[src/rtl/shape_cmd_queue_pkg.sv]
// Shared definitions for the shape-processor command queue:
// the command field layout, the legal operation set and the legality screen.
package shape_cmd_pkg;

  localparam int SHAPE_LSB = 16;
  localparam int OP_LSB    = 0;

  localparam logic [4:0] OP_NOP   = 5'h00;
  localparam logic [4:0] OP_START = 5'h01;
  localparam logic [4:0] OP_SCALE = 5'h08;
  localparam logic [4:0] OP_ROT   = 5'h10;
  localparam logic [4:0] OP_ROTSC = 5'h11;

  typedef struct packed {
    logic [1:0] shape;
    logic [4:0] operation;
  } shape_cmd_t;

  // Same rule the processor applies: one-hot shape and a known operation.
  function automatic bit is_legal_cmd(bit [31:0] cmd);
    bit [1:0] shape;
    bit [4:0] op;
    shape = cmd[SHAPE_LSB +: 2];
    op    = cmd[OP_LSB +: 5];
    return ((shape == 2'b01) || (shape == 2'b10)) &&
           ((op == OP_NOP) || (op == OP_START) || (op == OP_SCALE) ||
            (op == OP_ROT) || (op == OP_ROTSC));
  endfunction

endpackage

[src/rtl/shape_cmd_queue_if.sv]
// Valid/ready command handshake between a command producer and the queue.
interface shape_cmd_queue_if;
  logic        cmd_valid;
  logic        cmd_ready;
  logic [31:0] cmd_data;

  modport master (output cmd_valid, output cmd_data, input cmd_ready);
  modport slave  (input cmd_valid, input cmd_data, output cmd_ready);
endinterface

[src/rtl/shape_cmd_queue_fifo.sv]
// Synchronous FIFO of screened commands; head is read straight from storage.
module shape_cmd_fifo
  import shape_cmd_pkg::*;
#(
  parameter int DEPTH = 4
) (
  input  logic                   clk,
  input  logic                   rst_n,
  input  logic                   push_i,
  input  logic                   pop_i,
  input  shape_cmd_t             wdata_i,
  output shape_cmd_t             rdata_o,
  output logic [$clog2(DEPTH):0] level_o
);

  localparam int PTR_W = $clog2(DEPTH);
  localparam int LW    = PTR_W + 1;
  localparam logic [PTR_W-1:0] PTR_ONE = PTR_W'(1);
  localparam logic [LW-1:0]    LVL_ONE = LW'(1);

  shape_cmd_t       mem_q [DEPTH];
  logic [PTR_W-1:0] wptr_q, wptr_d;
  logic [PTR_W-1:0] rptr_q, rptr_d;
  logic [LW-1:0]    level_q, level_d;

  always_comb begin
    wptr_d  = push_i ? wptr_q + PTR_ONE : wptr_q;
    rptr_d  = pop_i  ? rptr_q + PTR_ONE : rptr_q;
    level_d = level_q;
    case ({push_i, pop_i})
      2'b10:   level_d = level_q + LVL_ONE;
      2'b01:   level_d = level_q - LVL_ONE;
      default: level_d = level_q;
    endcase
  end

  always_ff @(posedge clk) begin
    if (!rst_n) begin
      wptr_q  <= '0;
      rptr_q  <= '0;
      level_q <= '0;
    end else begin
      wptr_q  <= wptr_d;
      rptr_q  <= rptr_d;
      level_q <= level_d;
    end
  end

  // Storage is not reset; occupancy alone decides what is valid.
  always_ff @(posedge clk) begin
    if (push_i) mem_q[wptr_q] <= wdata_i;
  end

  assign rdata_o = mem_q[rptr_q];
  assign level_o = level_q;

endmodule

[src/rtl/shape_cmd_queue.sv]
// Command queue ahead of the shape processor SFR port: screens commands,
// buffers legal ones and drains one registered write per cycle.
module shape_cmd_queue
  import shape_cmd_pkg::*;
#(
  parameter int DEPTH = 4,
  parameter int CNT_W = 8
) (
  input  logic                   clk,
  input  logic                   rst_n,
  shape_cmd_queue_if.slave       cmd,
  input  logic                   drain_en,
  output logic                   sfr_write,
  output logic [31:0]            sfr_write_data,
  output logic [$clog2(DEPTH):0] level,
  output logic                   illegal_cmd,
  output logic [CNT_W-1:0]       drop_count
);

  localparam int LW = $clog2(DEPTH) + 1;
  localparam logic [LW-1:0] FULL_LVL = LW'(DEPTH);

  logic             accept, legal, push, drop, pop;
  shape_cmd_t       wdata, head;
  logic [LW-1:0]    level_w;

  logic             sfr_write_q, sfr_write_d;
  logic [31:0]      sfr_data_q, sfr_data_d;
  logic             illegal_q, illegal_d;
  logic [CNT_W-1:0] drop_q, drop_d;

  // Ready depends only on registered occupancy, never on this cycle's pop.
  assign cmd.cmd_ready = (level_w != FULL_LVL) && rst_n;

  assign accept = cmd.cmd_valid && cmd.cmd_ready;
  assign legal  = is_legal_cmd(cmd.cmd_data);
  assign push   = accept && legal;
  assign drop   = accept && !legal;
  assign pop    = drain_en && (level_w != '0);

  assign wdata.shape     = cmd.cmd_data[SHAPE_LSB +: 2];
  assign wdata.operation = cmd.cmd_data[OP_LSB +: 5];

  shape_cmd_fifo #(.DEPTH(DEPTH)) u_fifo (
    .clk     (clk),
    .rst_n   (rst_n),
    .push_i  (push),
    .pop_i   (pop),
    .wdata_i (wdata),
    .rdata_o (head),
    .level_o (level_w)
  );

  always_comb begin
    sfr_write_d = pop;
    sfr_data_d  = pop ? {14'b0, head.shape, 11'b0, head.operation} : sfr_data_q;
    illegal_d   = drop;
    drop_d      = (drop && (drop_q != '1)) ? drop_q + CNT_W'(1) : drop_q;
  end

  always_ff @(posedge clk) begin
    if (!rst_n) begin
      sfr_write_q <= 1'b0;
      sfr_data_q  <= '0;
      illegal_q   <= 1'b0;
      drop_q      <= '0;
    end else begin
      sfr_write_q <= sfr_write_d;
      sfr_data_q  <= sfr_data_d;
      illegal_q   <= illegal_d;
      drop_q      <= drop_d;
    end
  end

  assign sfr_write      = sfr_write_q;
  assign sfr_write_data = sfr_data_q;
  assign level          = level_w;
  assign illegal_cmd    = illegal_q;
  assign drop_count     = drop_q;

endmodule

[src/flat_wrapper.sv]
// flat-port wrapper written by rule: the top's interface ports become plain ports
module shape_cmd_queue_flat import shape_cmd_pkg::*;
#(
  parameter int DEPTH = 4,
  parameter int CNT_W = 8
)
  (clk, rst_n, drain_en, sfr_write, sfr_write_data, level, illegal_cmd, drop_count, cmd_cmd_valid, cmd_cmd_data, cmd_cmd_ready);
  shape_cmd_queue_if cmd_i ();
  input  logic clk;
  input  logic rst_n;
  input  logic drain_en;
  output logic sfr_write;
  output logic [31:0] sfr_write_data;
  output logic [$clog2(DEPTH):0] level;
  output logic illegal_cmd;
  output logic [CNT_W-1:0] drop_count;
  input wire logic [$bits(cmd_i.cmd_valid)-1:0] cmd_cmd_valid;
  input wire logic [$bits(cmd_i.cmd_data)-1:0] cmd_cmd_data;
  output wire logic [$bits(cmd_i.cmd_ready)-1:0] cmd_cmd_ready;
  assign cmd_i.cmd_valid = cmd_cmd_valid;
  assign cmd_i.cmd_data = cmd_cmd_data;
  assign cmd_cmd_ready = cmd_i.cmd_ready;
  shape_cmd_queue #(.DEPTH(DEPTH), .CNT_W(CNT_W)) u_core (.clk(clk), .rst_n(rst_n), .cmd(cmd_i), .drain_en(drain_en), .sfr_write(sfr_write), .sfr_write_data(sfr_write_data), .level(level), .illegal_cmd(illegal_cmd), .drop_count(drop_count));
endmodule
[config.mk]
export PLATFORM = sky130hd
export DESIGN_NAME = shape_cmd_queue_flat
export DESIGN_NICKNAME = d
export VERILOG_FILES = /design/src/rtl/shape_cmd_queue_pkg.sv /design/src/rtl/shape_cmd_queue_if.sv /design/src/rtl/shape_cmd_queue_fifo.sv /design/src/rtl/shape_cmd_queue.sv /design/src/flat_wrapper.sv
export SDC_FILE = /design/constraint.sdc
export NUM_CORES = 1
export LEC_CHECK = 0
export ABC_AREA = 0
export CAP_MARGIN = 20
export CORE_MARGIN = 4
export CORE_UTILIZATION = 41
export DETAILED_ROUTE_END_ITERATION = 10
export GPL_TIMING_DRIVEN = 0
export PLACE_DENSITY = 0.76
export SLEW_MARGIN = 10
export SYNTH_ARGS = -nofsm -noshare
export SYNTH_HDL_FRONTEND = slang
export SYNTH_SLANG_ARGS = --single-unit
[constraint.sdc]
create_clock -name clk -period 2.1 [get_ports clk]
set_input_delay 0.21 -clock clk [delete_from_list [all_inputs] [get_ports clk]]
set_output_delay 0.21 -clock clk [all_outputs]
set_load 0.03 [all_outputs]
# After elaboration in Yosys (flattened, before gate mapping)
# Memory sizes are Yosys's and may differ from the RTL's. A register that Yosys moved wholly into a read port is not among the register bits.
# Index checks and enable logic that the tools add are counted.
word_totals:
  regBits: 17
  mem_bits_rw: 28
  input_bits: 36
  output_inout_bits: 46
  elab_cells: 42
  mem_count: 1
op_classes:
  n_addsub: 5
  n_eq_ne: 10
  n_mux: 3
  n_reduce_logical: 17
mem_list:
  columns: ["name", "depth", "word_bits", "rd", "rd_ports_with_merged_regs", "write_ports", "line", "text"]
  rows:
  - ["u_core.u_fifo.mem_q", 4, 7, 1, 1, 1, "shape_cmd_queue_fifo.sv:21", "shape_cmd_t mem_q [DEPTH];"]
op_table:
  columns: ["operator", "n"]
  rows:
  - ["5-bit equality test, second input constant", 2]
  - ["8-bit by 1-bit adder with 8-bit output, second input constant", 1]
  - ["8-bit != test, second input constant", 1]
  - ["1-bit logical AND", 7]
  - ["3-bit case mux with 2 select lines", 1]
  - ["5-bit by 1-bit equality test with 1-bit output, second input constant", 1]
  - ["5-bit by 4-bit equality test with 1-bit output, second input constant", 1]
  - ["5-bit logical NOT", 1]
  - ["1-bit logical OR", 5]
  - ["2-bit by 1-bit adder with 2-bit output, second input constant", 2]
  - ["2-bit by 1-bit equality test with 1-bit output, second input constant", 2]
  - ["2-bit equality test, second input constant", 2]
  - ["3-bit by 1-bit adder with 3-bit output, second input constant", 1]
  - ["3-bit != test, second input constant", 1]
  - ["3-bit nonzero test", 1]
  - ["3-bit by 1-bit subtractor with 3-bit output, second input constant", 1]
  - ["1-bit logical NOT", 2]
  - ["1-bit 2-to-1 mux", 2]
  - ["2-bit nonzero test", 1]

# Depth between registers and ports, before layout
depth:
  depth_word: 9
  ltp_mapped: 11
  mapped_depth_nobuf: 10

# By module
# From an unflattened synthesis, not the netlist that was laid out.
unflattened:
  hier_cells: 185
  area_unflattened_um2: 2344.7
by_module_without_submodules:
  columns: ["mod", "n_inst", "cells_each", "area_per_inst_um2", "seq_area_each_um2"]
  rows:
  - ["shape_cmd_fifo", 1, 77, 1442.6, 1021.0]
  - ["shape_cmd_queue", 1, 108, 902.1, 340.3]

# Worst setup path before layout
# No wires, ideal clock.
synth_path:
  path_kind: "register to register"
  start: "register u_core.u_fifo.level_q[0] (netlist: u_core.u_fifo.level_o[0])"
  end: "register u_core.u_fifo.level_q[2] (netlist: u_core.u_fifo.level_o[2])"
  setup_ns: 0.073
  arrival_time_ns: 2.177
  required_time_ns: 2.027
  setup_slack_ns: -0.150
  stages_incl_launch_ff: 12
  n_path_buf: 1
  synth_period_minus_slack_ns: 2.250
  cell_sequence: "dfxtp_1 -> nor2_1 -> a21o_1 -> buf_6 -> nor2_1 -> inv_1 -> ha_1 -> inv_1 -> fa_1 -> xor2_1 -> or3_1 -> a21oi_1"
synth_via:
  elab_chain_len: 6
  word_cells_on_any_way: 12
  cone_classes: "2 x add/sub; 3 x eq/ne; 1 x mux; 6 x reduce/logical"
synth_rtl:
  columns: ["element", "line", "text"]
  rows:
  - ["from (decl)", "shape_cmd_queue_fifo.sv:24", "logic [LW-1:0] level_q, level_d;"]
  - ["from (signal assigned)", "shape_cmd_queue_fifo.sv:45", "level_q <= level_d;"]
  - ["3-bit != test", "shape_cmd_queue.sv:33", "assign cmd.cmd_ready = (level_w != FULL_LVL) && rst_n;"]
  - ["1-bit logical AND", "shape_cmd_queue.sv:33", null]
  - ["1-bit logical AND", "shape_cmd_queue.sv:35", "assign accept = cmd.cmd_valid && cmd.cmd_ready;"]
  - ["1-bit logical AND", "shape_cmd_queue.sv:37", "assign push = accept && legal;"]
  - ["2-bit by 1-bit equality test with 1-bit output / 2-bit equality test (equally long branches)", "shape_cmd_queue_fifo.sv:30", "case ({push_i, pop_i})"]
  - ["3-bit case mux with 2 select lines / 2-bit nonzero test (equally long branches)", null, null]
# Several ways; a longest one is shown, not always the timed one.
# A chain may end at the register's enable or synchronous reset.

# Worst setup path in the final report
# Same ends and word-level chain as after synthesis.

==> flow_results.org <==
** Detailed routing
- The detailed router finished its first iteration with 39 violations.
- Final Routed Wirelength :: 4.288 mm
- Summing over every cut layer, the via total after detailed routing is 1582.
- Post-detailed-route DRC marker count :: 0
- Using the TritonRoute via totals, the vias-per-cell ratio works out to 4.586.
- Before antenna repair, the detailed router went through 5 iterations.
- In this run the remaining antenna-violating nets after routing total 0.
- DR WL/cell :: 12.43 um

** Placed design
- The congestion estimate from routability-driven global placement came to 0.7935.
- Setup Slack @ Placement :: -827.1 ps
- Total placed instance area :: 2908 sq um
- After detailed placement, the design holds a cell count of 330.
- Count of buffers from port buffering :: 31
- Detail Placement HPWL :: 3.168 mm

** Global routing
- Antenna violations before repair :: 0
- Gr ovfl total :: 0
- Largest net degree at the start of global routing :: 20
- The via count of the first global-routing pass came to 1517.
- The first global-routing pass estimated 7.238 mm of wire.
- Global-route total usage across every layer :: 12.81%

** STA
- Part of the cycle the worst path needs :: 96.67%
- Setup violations remaining at the end of the flow were counted as 0.
- Unrepaired setup endpoints after global routing :: yes
- Between clock sinks in the finished design, the worst skew comes to 9.901 ps.
- Setup slack on the critical path of the routed design comes to 69.99 ps.
- The number of failing hold endpoints at the final stage is 0.
- Based on the critical path, the design can be clocked at up to 492.6 MHz.
- Total count of max-transition violations in the final report :: 0
- Hold slack :: 458.5 ps
- Subtracting the final worst setup slack from the clock period gives 2030 ps.

** Critical path
- The endpoint identified for the worst register-to-register timing path is u_core.u_fifo.level_o[2].
- The most critical setup path has its startpoint at u_core.u_fifo.level_o[0].
- STA puts the critical path data arrival time at 2280 ps.
- Following the worst setup path forward leads to its endpoint at u_core.u_fifo.level_o[2].
- CP required :: 2350 ps
- The signal on the critical path passes through nor2_4 > a21o_1 > buf_6 > nor2_1 > inv_1 > ha_2 > inv_1 > fa_2 > xor2_1 > or3_1 > a21oi_1.
- Dominant delay contributor by cell family on the critical path :: adder cells
- Crit Path Max Fanout :: 4
- Flop2flop setup slack :: 70 ps
- Number of cells on the worst reg-to-reg path :: 11
- The critical path contains buffers and inverters numbering 3 combined.
- The critical path crosses 11 cells after its start point.
- Type of the setup path with the least slack :: reg -> reg
- Startpoint of the worst register-to-register path :: u_core.u_fifo.level_o[0]
- The worst setup path is captured at a register.
- The worst setup path is launched from a register.
- Biggest cell delay along the critical path :: 380 ps
- Top cell by count, worst path :: sky130_fd_sc_hd__inv_1
- The slowest stage of the critical path is the sky130_fd_sc_hd__dfxtp_4 cell.

** Die
- In this run the standard cell core region covers 5574 sq um.
- Row generation in the floorplan step produced 27 rows.
- Once the floorplan was initialized, standard cells occupied 42.78% of the core.
- 82 I/O pins were placed.
- The floorplan step defined a die boundary enclosing 7101 sq um.
- Die boundary height :: 84.27 um
- From left edge to right edge, the die measures 84.27 um.

** Power and ir drop
- PD cells :: 629.0 nW/um^2
- IR analysis of the VDD net gives a maximum drop of 0.3436 mV.
- Summed over all cells, the static leakage comes to 1.162 nW.

** Layout
- From synthesis to final layout, the design area changed by 29.12%.
- The repair_antennas step left the layout with diodes totalling 0.
- Commonest non-fill, non-tap cell in the layout :: sky130_fd_sc_hd__buf_4
- In the layout the commonest cells are 32 x sky130_fd_sc_hd__buf_4, 30 x sky130_fd_sc_hd__clkdlybuf4s50_1, 28 x sky130_fd_sc_hd__edfxtp_1, 25 x sky130_fd_sc_hd__conb_1, 23 x sky130_fd_sc_hd__nand2_1.
- Post-layout instance count excluding filler cells :: 345
- Of the cells placed in the final design, the portion with a size suffix greater than 1 is 25.64%.
- Measured on the finished design, the core utilization comes to 55.24%.
- Total Nets Final :: 315
- The finished cells cover 3079 sq um.

** Clocking
- H-tree Lvls :: 2
- CTS root buffer :: sky130_fd_sc_hd__clkbuf_8
- The clock reaches the later pin of the worst-skew pair after 310 ps.
- Post-cts hold buffer count :: 0
- Counting the buffers created by CTS gives 5.
- Clock-pin slew on the worst setup and hold paths :: 100 ps
- Counting along the longest clock path gives a buffer depth of 2.
- The clock drives 52 sinks.
- TritonCTS clock tree :: yes

** Synthesis
- Post-synthesis cell type count :: 34
- The Yosys step of the flow raised 0 warnings.
- In this run, synthesis produced a sequential element count of 52.
- The synthesized netlist occupies a cell area of 2385 sq um.
- Synthesis handed over a netlist of 203 instances.
- Post-synthesis area per instance :: 11.75 sq um
- Sequential element share of the synthesized area :: 55.40%

** Run status
- The flow ran to the end, and the final reports show no timing, DRC or antenna violations.

** Worst hold path
- Class of the worst hold path :: reg -> reg

** Job
- The tool flagged a number of max-cap violations equal to 0.
## through the flow
| stage | power, mW | setup TNS [ps] |
|---|---|---|
| global route | 2.019 | -80.19 |
| detailed placement | 1.328 | -8508 |
| finish | 1.937 | 0 |
| global placement | 1.326 | -7870 |
| CTS | 1.944 | 0 |
| floorplan | 1.271 | 0 |
## worst min-delay path, stage by stage, from the launching register on
cell	delay, ps
sky130_fd_sc_hd__dfxtp_1	320
sky130_fd_sc_hd__nand2_1	50
sky130_fd_sc_hd__a21oi_1	50
## routing by layer
metal  GRT usage (%)  part of all wire (%)  wire length, um  up-vias
met5               0                     0                0        -
met4           5.263                   1.7               72        0
met3           3.827                   7.2              310        7
met2           21.88                    49             2118       44
met1           14.98                    42             1787      730
li1                -                     -                -      801
## worst min-delay path by stage
stage	startpoint	to	slack [ps]	cells after the start
floorplan	cmd_cmd_data[0]	u_core.u_fifo.mem_q[0][0]	310	0
global placement	u_core.sfr_write_data[17]	u_core.sfr_write_data[17]	440	2
detailed placement	u_core.sfr_write_data[3]	u_core.sfr_write_data[3]	450	2
CTS	u_core.sfr_write_data[3]	u_core.sfr_write_data[3]	460	2
global route	u_core.sfr_write_data[1]	u_core.sfr_write_data[1]	480	2
finish	u_core.sfr_write_data[17]	u_core.sfr_write_data[17]	460	2
## power breakdown
part	internal, mW	switching, mW
clock network	0.252	0.366
registers	1.08	0.00687
logic	0.0950	0.141
total	1.42	0.514
## synthesized netlist by cell type
cell type                  number  area share, %
sky130_fd_sc_hd__xnor2_1        1           0.37
sky130_fd_sc_hd__inv_2          1           0.16
sky130_fd_sc_hd__and3_1         7            1.8
sky130_fd_sc_hd__o31ai_2        1           0.52
sky130_fd_sc_hd__edfxtp_1      28             35
sky130_fd_sc_hd__a21o_1         1           0.31
sky130_fd_sc_hd__nand4b_1       1           0.37
sky130_fd_sc_hd__mux2i_1        6            2.5
sky130_fd_sc_hd__buf_4         25            7.9
sky130_fd_sc_hd__nor4b_1        1           0.37
sky130_fd_sc_hd__a21oi_1       15            3.1
sky130_fd_sc_hd__nor2_1        10            1.6
sky130_fd_sc_hd__nand2_1       23            3.6
sky130_fd_sc_hd__o31ai_1        2           0.63
sky130_fd_sc_hd__nor4_2         1           0.52
sky130_fd_sc_hd__buf_6          2           0.94
sky130_fd_sc_hd__and4_1         2           0.73
sky130_fd_sc_hd__fa_1           1           0.84
sky130_fd_sc_hd__nand2b_1       3           0.79
sky130_fd_sc_hd__nor4_1         4            1.0
sky130_fd_sc_hd__or4_1          1           0.31
sky130_fd_sc_hd__or3_1          1           0.26
sky130_fd_sc_hd__mux4_2         7            6.6
sky130_fd_sc_hd__ha_1           6            3.1
sky130_fd_sc_hd__xor2_1         4            1.5
sky130_fd_sc_hd__clkinv_1       1           0.16
sky130_fd_sc_hd__clkbuf_1       3           0.47
sky130_fd_sc_hd__buf_2          2           0.42
sky130_fd_sc_hd__nand3_1        6            1.3
sky130_fd_sc_hd__conb_1         1           0.16
sky130_fd_sc_hd__o21ai_0        4           0.84
sky130_fd_sc_hd__inv_1          7            1.1
sky130_fd_sc_hd__dfxtp_1       24             20
sky130_fd_sc_hd__clkbuf_2       1           0.21
## timing repair
action,CTS,global route
buffers inserted,4,3
endpoints found under the setup margin,2,25
resized for setup,7,8
pin swaps,2,3
## registers in the layout, summed over array words and instances, names as in the netlist
| signal | flops |
|---|---|
| u_core.illegal_cmd | 1 |
| u_core.u_fifo.wptr_q | 2 |
| u_core.drop_count | 8 |
| u_core.u_fifo.level_o | 3 |
| u_core.u_fifo.mem_q | 28 |
| u_core.sfr_write_data | 7 |
| u_core.u_fifo.rptr_q | 2 |
| u_core.sfr_write | 1 |
## cell type report
class                           count  area, sq um
Inverter                            9        38.79
Buffer                             33        241.5
Fill cell                         483         2495
Tap cell                           72        90.09
Clock inverter                      3        28.78
Multi-Input combinational cell    133        914.6
Sequential cell                    52         1333
Timing Repair Buffer               38        364.1
Clock buffer                        5        68.82
## cell families after synthesis
family | count (synthesis) | share of synthesized area (%)
AND/OR/NAND/NOR | 60 | 12.70
flip-flops | 52 | 55.40
buffers and inverters | 42 | 11.33
AO/OA/AOI/OAI | 23 | 5.456
multiplexers | 13 | 9.129
adder cells (fa/ha/maj) | 7 | 3.987
XOR/XNOR | 5 | 1.836
other | 1 | 0.1572
Note: power is estimated with default switching activity, not from simulation.
